==> src/rtl/odd_even_sort_engine_pkg.sv <==
// Shared definitions for the odd-even transposition sort engine:
// default element width, FSM state encoding and a constant clog2 helper.
package odd_even_sort_engine_pkg;

    // Default element width (pixel depth) used when W is not overridden.
    localparam int BIT_WIDTH = 8;

    typedef enum logic [1:0] {
        IDLE = 2'd0,
        SORT = 2'd1,
        DONE = 2'd2
    } state_t;

    // Ceiling log2, usable in constant expressions such as port widths.
    function automatic int ceil_log2(input int value);
        int result;
        result = 0;
        for (int v = value - 1; v > 0; v = v >> 1) begin
            result = result + 1;
        end
        return result;
    endfunction

endpackage

==> src/rtl/odd_even_sort_engine_cmp_swap_cell.sv <==
// W-bit compare-exchange cell. 'lo' is the value destined for the lower
// index and 'hi' for the higher index, so in descending mode 'lo' carries
// the larger value. Equal values never swap.
module odd_even_sort_engine_cmp_swap_cell
    import odd_even_sort_engine_pkg::*;
#(
    parameter int W = BIT_WIDTH
) (
    input  logic [W-1:0] a,
    input  logic [W-1:0] b,
    input  logic         desc,
    output logic [W-1:0] lo,
    output logic [W-1:0] hi,
    output logic         swapped
);

    assign swapped = desc ? (a < b) : (a > b);
    assign lo      = swapped ? b : a;
    assign hi      = swapped ? a : b;

endmodule

==> src/rtl/odd_even_sort_engine.sv <==
// Iterative odd-even transposition sorter for an N-element window.
// One phase per clock; even phases exchange pairs (0,1),(2,3)..., odd
// phases exchange (1,2),(3,4)... Optional early exit after two
// consecutive swap-free phases. Results are registered in DONE.
module odd_even_sort_engine
    import odd_even_sort_engine_pkg::*;
#(
    parameter int N          = 9,
    parameter int W          = BIT_WIDTH,
    parameter int EARLY_EXIT = 1
) (
    input  logic                       CLK,
    input  logic                       RST,
    input  logic                       in_valid_i,
    output logic                       in_ready_o,
    input  logic                       desc_i,
    input  logic [N*W-1:0]             in_data_i,
    output logic                       out_valid_o,
    input  logic                       out_ready_i,
    output logic [N*W-1:0]             out_data_o,
    output logic [W-1:0]               median_o,
    output logic [W-1:0]               min_o,
    output logic [W-1:0]               max_o,
    output logic [ceil_log2(N+1)-1:0]  phase_count_o,
    output logic                       busy_o
);

    localparam int CW = ceil_log2(N + 1);

    state_t           state;
    logic [N*W-1:0]   arr;
    logic             desc_q;
    logic [CW-1:0]    phase_cnt;
    logic             prev_clean;

    logic [W-1:0]     cell_lo   [N-1];
    logic [W-1:0]     cell_hi   [N-1];
    logic [N-2:0]     cell_swap;

    logic [N*W-1:0]   next_arr;
    logic             any_swap;
    logic [CW-1:0]    next_cnt;
    logic             finish_sort;
    logic [W-1:0]     first_elem;
    logic [W-1:0]     last_elem;

    // One compare-exchange cell per adjacent pair; phase parity picks the active half.
    for (genvar k = 0; k < N - 1; k++) begin : g_cell
        odd_even_sort_engine_cmp_swap_cell #(.W(W)) u_cell (
            .a       (arr[k*W +: W]),
            .b       (arr[(k+1)*W +: W]),
            .desc    (desc_q),
            .lo      (cell_lo[k]),
            .hi      (cell_hi[k]),
            .swapped (cell_swap[k])
        );
    end

    // Build the array after the current phase and decide whether sorting ends here.
    always_comb begin
        next_arr = arr;
        any_swap = 1'b0;
        for (int k = 0; k < N - 1; k++) begin
            if ((k % 2 == 1) == phase_cnt[0]) begin
                next_arr[k*W +: W]     = cell_lo[k];
                next_arr[(k+1)*W +: W] = cell_hi[k];
                any_swap               = any_swap | cell_swap[k];
            end
        end
        next_cnt    = phase_cnt + 1'b1;
        finish_sort = (next_cnt == CW'(N)) ||
                      ((EARLY_EXIT != 0) && (next_cnt >= CW'(2)) && !any_swap && prev_clean);
        first_elem  = next_arr[0 +: W];
        last_elem   = next_arr[(N-1)*W +: W];
    end

    // Control FSM with registered handshake flags and result registers.
    always_ff @(posedge CLK or posedge RST) begin
        if (RST) begin
            state         <= IDLE;
            arr           <= '0;
            desc_q        <= 1'b0;
            phase_cnt     <= '0;
            prev_clean    <= 1'b0;
            in_ready_o    <= 1'b1;
            out_valid_o   <= 1'b0;
            busy_o        <= 1'b0;
            out_data_o    <= '0;
            median_o      <= '0;
            min_o         <= '0;
            max_o         <= '0;
            phase_count_o <= '0;
        end else begin
            case (state)
                IDLE: begin
                    if (in_valid_i && in_ready_o) begin
                        arr        <= in_data_i;
                        desc_q     <= desc_i;
                        phase_cnt  <= '0;
                        prev_clean <= 1'b0;
                        in_ready_o <= 1'b0;
                        busy_o     <= 1'b1;
                        state      <= SORT;
                    end
                end
                SORT: begin
                    arr        <= next_arr;
                    phase_cnt  <= next_cnt;
                    prev_clean <= !any_swap;
                    if (finish_sort) begin
                        state         <= DONE;
                        out_valid_o   <= 1'b1;
                        out_data_o    <= next_arr;
                        median_o      <= next_arr[(N/2)*W +: W];
                        min_o         <= desc_q ? last_elem : first_elem;
                        max_o         <= desc_q ? first_elem : last_elem;
                        phase_count_o <= next_cnt;
                    end
                end
                DONE: begin
                    if (out_ready_i) begin
                        state       <= IDLE;
                        out_valid_o <= 1'b0;
                        busy_o      <= 1'b0;
                        in_ready_o  <= 1'b1;
                    end
                end
                default: begin
                    state <= IDLE;
                end
            endcase
        end
    end

endmodule

==> config.mk <==
export PLATFORM = sky130hd
export DESIGN_NAME = odd_even_sort_engine
export DESIGN_NICKNAME = d
export VERILOG_FILES = /design/src/rtl/odd_even_sort_engine_pkg.sv /design/src/rtl/odd_even_sort_engine_cmp_swap_cell.sv /design/src/rtl/odd_even_sort_engine.sv
export SDC_FILE = /design/constraint.sdc
export NUM_CORES = 1
export LEC_CHECK = 0
export BUFFER_PORTS_ARGS = -buffer_cell sky130_fd_sc_hd__buf_2
export CAP_MARGIN = 30
export CELL_PAD_IN_SITES_DETAIL_PLACEMENT = 0
export CELL_PAD_IN_SITES_GLOBAL_PLACEMENT = 1
export CORE_MARGIN = 4
export CORE_UTILIZATION = 35
export CTS_CLUSTER_SIZE = 28
export DETAILED_ROUTE_END_ITERATION = 7
export PLACE_DENSITY = 0.73
export SLEW_MARGIN = 30
export SYNTH_ARGS = -nofsm -noshare
export SYNTH_HDL_FRONTEND = slang
export SYNTH_SLANG_ARGS = --single-unit
==> constraint.sdc <==
create_clock -name CLK -period 9.2 [get_ports CLK]
set_input_delay 0.92 -clock CLK [delete_from_list [all_inputs] [get_ports CLK]]
set_output_delay 0.92 -clock CLK [all_outputs]
set_load 0.03 [all_outputs]
# --- Word level (Yosys, flattened, before mapping) ---
# Index checks and enable logic that the tools add are counted.
word_totals:
  inputBits: 77
  memories: 0
  latch_bits: 0
  regBits: 183
  out_inout_bits: 103
  ramBits: 0
  elab_cells: 118
  romBits: 0
classes:
  n_shift: 0
  n_lt_le_gt_ge: 17
  bitwise_logic: 7
  n_eq_ne: 6
  n_mul: 0
  add_sub_neg: 1
  div_mod_pow: 0
  mux: 59
  n_reduce_logical: 15
op_table:
  columns: ["op", "count"]
  rows:
  - ["8-bit two-way mux", 18]
  - ["72-bit case mux with 2 select lines", 1]
  - ["16-bit two-way mux", 8]
  - ["72-bit two-way mux", 1]
  - ["8-bit > comparator", 8]
  - ["8-bit < comparator", 8]
  - ["1-bit two-way mux", 21]
  - ["3-bit AND reduction", 3]
  - ["1-bit case mux with 2 select lines", 4]
  - ["4-bit case mux with 2 select lines", 1]
  - ["1-bit OR", 7]
  - ["2-bit two-way mux", 3]
  - ["2-bit inequality test, second input constant", 3]
  - ["2-bit case mux with 3 select lines", 1]
  - ["2-bit AND reduction", 3]
  - ["2-bit nonzero test", 3]
  - ["4-bit by 1-bit adder with 4-bit output, second input constant", 1]
  - ["4-bit equality test, second input constant", 1]
  - ["4-bit by 2-bit greater-or-equal comparator with 1-bit output, second input constant", 1]
  - ["4-bit two-way mux", 1]
  - ["1-bit logical AND", 3]
  - ["2-bit by 1-bit equality test with 1-bit output, second input constant", 1]
  - ["2-bit equality test, second input constant", 1]
  - ["2-bit logical NOT", 1]
  - ["other kinds (2)", 2]

# --- Longest topological paths before layout ---
logic_depth:
  word_depth: 23
  mapped_depth: 13
  depth_no_buf: 10

# --- Cells and area by module ---
# From an unflattened synthesis, not the netlist that was laid out.
unflattened:
  cells_unflattened: 1107
  area_unflattened_um2: 12107.9
by_module_without_submodules:
  columns: ["mod", "instances", "cells_each", "area_each_um2", "seq_area_each_um2"]
  rows:
  - ["odd_even_sort_engine", 1, 707, 8324.2, 4380.5]
  - ["odd_even_sort_engine_cmp_swap_cell", 8, 50, 473.0, 0.0]

# --- Least setup slack after synthesis ---
# No wires, ideal clock.
synth_path:
  kind: "reg-to-reg"
  start: "reg arr[57]"
  end: "reg phase_count_o[0]"
  n_path_buf: 2
  setup_slack_ps: 6243
  t_required_ps: 9075
  setup_ps: 125
  stages_incl_launch_ff: 13
  arrival_time_ps: 2832
  period_less_slack_ps: 2957
  cell_sequence: "dfrtp_1 -> inv_1 -> ha_1 -> nor2b_1 -> o211ai_1 -> a21oi_1 -> a211oi_1 -> mux2i_1 -> nand4_1 -> o22ai_2 -> buf_6 -> buf_6 -> mux2_4"
synth_between:
  elab_chain_len: 11
  word_cells_on_any_way: 15
  cone_classes: "order compare: 4; mux: 4; bitwise: 2; reduce/logical: 5"
synth_lines:
  columns: ["element", "line_no", "text"]
  rows:
  - ["start: declaration", "odd_even_sort_engine.sv:31", "logic [N*W-1:0] arr;"]
  - ["start signal: assignment", "odd_even_sort_engine.sv:97", "arr <= in_data_i;"]
  - ["start signal: assignment", "odd_even_sort_engine.sv:107", "arr <= next_arr;"]
  - ["8-bit > comparator or 8-bit < comparator (tied branches)", "odd_even_sort_engine_cmp_swap_cell.sv:17", "assign swapped = desc ? (a < b) : (a > b);"]
  - ["1-bit two-way mux", "odd_even_sort_engine_cmp_swap_cell.sv:17", null]
  - ["1-bit OR", "odd_even_sort_engine.sv:67", "any_swap = any_swap | cell_swap[k];"]
  - ["1-bit two-way mux", "odd_even_sort_engine.sv:64", "if ((k % 2 == 1) == phase_cnt[0]) begin"]
  - ["1-bit OR", "odd_even_sort_engine.sv:67", null]
  - ["1-bit two-way mux *", "odd_even_sort_engine.sv:64", null]
  - ["1-bit logical NOT *", "odd_even_sort_engine.sv:72", "((EARLY_EXIT != 0) && (next_cnt >= CW'(2)) && !any_swap && prev_clean);"]
  - ["1-bit logical AND * (2 in series)", "odd_even_sort_engine.sv:72", null]
  - ["1-bit logical OR *", "odd_even_sort_engine.sv:71", "finish_sort = (next_cnt == CW'(N)) ||"]
  - ["2-bit AND reduction (no line) *", null, null]
  - ["end signal: assignment", "odd_even_sort_engine.sv:117", "phase_count_o <= next_cnt;"]
  - ["end: declaration", "odd_even_sort_engine.sv:24", "output logic [ceil_log2(N+1)-1:0] phase_count_o,"]
# Mark *: on every way between the ends. The rest lies on a longest branch, timed or not.
# A chain may end at the register's enable or synchronous reset.

# --- Final worst setup path ---
layout_path:
  start: "reg arr[57]"
  end: "reg max_o[4]"
layout_between:
  elab_chain_len: 11
  word_cells_on_any_way: 18
  cone_classes: "order compare: 4; mux: 7; bitwise: 2; reduce/logical: 5"
layout_lines:
  columns: ["element", "line_no", "text"]
  rows:
  - ["8-bit > comparator or 8-bit < comparator (tied branches)", "odd_even_sort_engine_cmp_swap_cell.sv:17", null]
  - ["1-bit two-way mux", "odd_even_sort_engine_cmp_swap_cell.sv:17", null]
  - ["1-bit OR", "odd_even_sort_engine.sv:67", null]
  - ["1-bit two-way mux", "odd_even_sort_engine.sv:64", null]
  - ["1-bit OR", "odd_even_sort_engine.sv:67", null]
  - ["1-bit two-way mux", "odd_even_sort_engine.sv:64", null]
  - ["1-bit logical NOT", "odd_even_sort_engine.sv:72", null]
  - ["1-bit logical AND (2 in series)", "odd_even_sort_engine.sv:72", null]
  - ["1-bit logical OR", "odd_even_sort_engine.sv:71", null]
  - ["2-bit AND reduction (no line)", null, null]
  - ["end signal: assignment", "odd_even_sort_engine.sv:116", "max_o <= desc_q ? first_elem : last_elem;"]
  - ["end: declaration", "odd_even_sort_engine.sv:23", "output logic [W-1:0] max_o,"]
# Parallel ways exist; a longest one is shown, timed or not.

==> out/qor.yml <==
htree_levels: 4
grt_usage_pct: 19.7
coreArea_mm2: 0.0282
grt_max_degree: 105
reg2reg_slack_ns: 5.29
cts_root_buf: "clkbuf_16"
synth_seq_cells: 175
grt.overflow.total: 0
hold_depth: 1
route.detailed.drc: 0
final_cell_mix: "buf_2 (179), dfrtp_1 (174), inv_1 (129)"
drt-initial-drc-count: 587
p_per_area_mw_per_mm2: 131
cts_tree: "yes"
total_power_mw: 1.55
r2r_cells: 10
hpwl_mm: 22.4
routabilityCongestion: 0.867
ys_warn_count: 0
wl_per_cell_um: 20.2
grt_pass1_wl_mm: 48.6
syn_avg_cell_area_um2: 10.0
fin_crit_sh_pct: 42.5
relSlewSlack_pct: 38.5
placementRows: 61
syn2layout_area_growth_pct: 17.6
rr_endpoint: "max_o[4]$_DFFE_PP0P_"
r2r-start: "arr[57]$_DFFE_PP0P_"
drv_cap: 0
ant_nets: 0
synth-edff-count: 0
ys.flop_type: "dfrtp_1"
rsz0062_at_grt: "no"
path_max_fanout: 54
antenna_found_initial: 0
clkLatencyLatePin_ns: 0.44
tns_ns: 0
dr_total_vias: 8365
critPathArrivalTime_ns: 4.22
finClkSkew_ns: 0.0138
postCtsSetupRepairBufs: 0
setup_violations: 0
clk_pin_slew_ns: 0.07
nets: 1299
wl_mm: 31.2
report.final.slew_viol_count: 0
clock-sinks: 175
ys_seq_area_share_pct: 43.3
hold_buffers: 0
crit_start: "arr[57]$_DFFE_PP0P_"
cts_made_buffers: 17
p_leak_nw: 6.15
min_path_type: "register to register"
use_met1_pct: 27.6
antennaDiodeCount: 0
synth_area_mm2: 0.0101
critPathCaptureType: "register"
critPathRequiredTime_ns: 9.51
syn-num-nets: 1154
criticalPathCategory: "register to register"
cts_max_path_buffers: 2
min_period_ns: 3.91
start_util_pct: 35.9
dieArea_mm2: 0.0317
crit_path_end: "max_o[4]$_DFFE_PP0P_"
worst_pin_slew_ns: 0.923
vdd_ir_drop_max_mv: 0.129
fp.dieH_um: 178
async_flop_share_pct: 100
dr.pass1.iters: 6
port-buffer-count: 179
layout_commonest_cell: "buf_2"
die_w_um: 178
grt_pass1_vias: 8330
use_met2_pct: 32.0
synthDistinctLibCells: 63
syn_inst: 1010
hold_viol_final: 0
post_cts_resized: 0
io_pins: 180
status: "finished, final reports clean"
drive_gt1_share_pct: 23.7
fmax_mhz: 256
grt.busiest_layer: "met2"
grt_use_met3_pct: 3.43
via_per_inst: 5.41
startpoint_type: "register"
[metrics by stage]
stage	instance area, um^2	util [%]	cells	hold slack [ns]	setup WS, ns
final	11900	42.2	1546	0.506	5.29
after global routing	11900	42.2	1546	0.525	5.01
after global placement	11300	40.1	1514	0.486	5.09
after floorplan	10100	-	1010	0.469	3.54
after detailed placement	11300	40.1	1514	0.493	5.01
after CTS	11900	42.2	1546	0.509	4.96
[flip-flops by register name, summed over array words and instances, names as in the netlist]
| register | cells |
|---|---|
| min_o | 8 |
| phase_count_o | 4 |
| prev_clean | 1 |
| out_data_o | 72 |
| desc_q | 1 |
| max_o | 8 |
| phase_cnt | 4 |
| out_valid_o | 1 |
| state | 2 |
| arr | 72 |
| busy_o | 1 |
| in_ready_o | 1 |
[critical path: stages (launching register included)]
cell and delay, ns:
dfrtp_1 0.44, ha_1 0.33, nor2b_1 0.13, o211ai_1 0.15, a21oi_1 0.11, o311ai_2 0.53
and2_2 0.60, nand4_1 0.23, o22ai_4 0.14, buf_4 0.68, mux2_2 0.42
[worst min path at each step]
stage	slack, ns	endpoint	from
6_report	0.51	out_data_o[51]$_DFFE_PP0P_	out_data_o[51]$_DFFE_PP0P_
5_1_grt	0.52	prev_clean$_DFFE_PP0P_	prev_clean$_DFFE_PP0P_
4_1_cts	0.51	out_data_o[51]$_DFFE_PP0P_	out_data_o[51]$_DFFE_PP0P_
3_5_place_dp	0.49	out_data_o[53]$_DFFE_PP0P_	out_data_o[53]$_DFFE_PP0P_
3_3_place_gp	0.49	out_valid_o$_DFFE_PP0P_	out_valid_o$_DFFE_PP0P_
2_1_floorplan	0.47	prev_clean$_DFFE_PP0P_	prev_clean$_DFFE_PP0P_
[synth_stat cells (21+ instances only)]
cell,instances,area [um^2]
a21oi_1,51,255
a22oi_1,49,368
clkbuf_1,33,124
dfrtp_1,174,4350
ha_1,67,838
inv_1,130,488
mux2_2,36,405
mux2i_1,83,831
nor2_1,32,120
nor3_1,21,105
o21ai_0,90,450
o22a_1,24,210
[power by group]
part           internal, mW  switching, mW  leakage (nW)
Sequential            0.769              0          2.08
Clock                 0.418          0.328         0.277
Combinational        0.0125         0.0254          3.80
[layout make-up]
class | count | area (um^2)
clock buffer | 21 | 460
clock inverter | 11 | 130
multi-input combinational | 641 | 4970
sequential | 175 | 4380
tap | 378 | 473
timing repair buffer | 188 | 971
fill | 2786 | 16300
inverter | 132 | 503
[cells by family (layout without fill, tap and decap cells)]
group                      after synthesis  count (layout)  synth area share (%)
AOI/OAI and AO/OA                      322             322                  21.3
buffers and inverters                  194             352                  7.83
adders and majority gates               67              67                  8.29
and+or+nand+nor                        127             127                  6.26
xor gates and xnor gates                 2               2                 0.173
muxes                                  123             123                  12.8
DFF                                    175             175                  43.3
[per-layer routing]
metal  vias to the layer above  routed length (um)
met1                      4140               14200
met3                        30                1750
li1                       3961                   -
met2                       234               14700
met5                         -                   0
met4                         0                 475
Power figures use the tool's default switching activity.
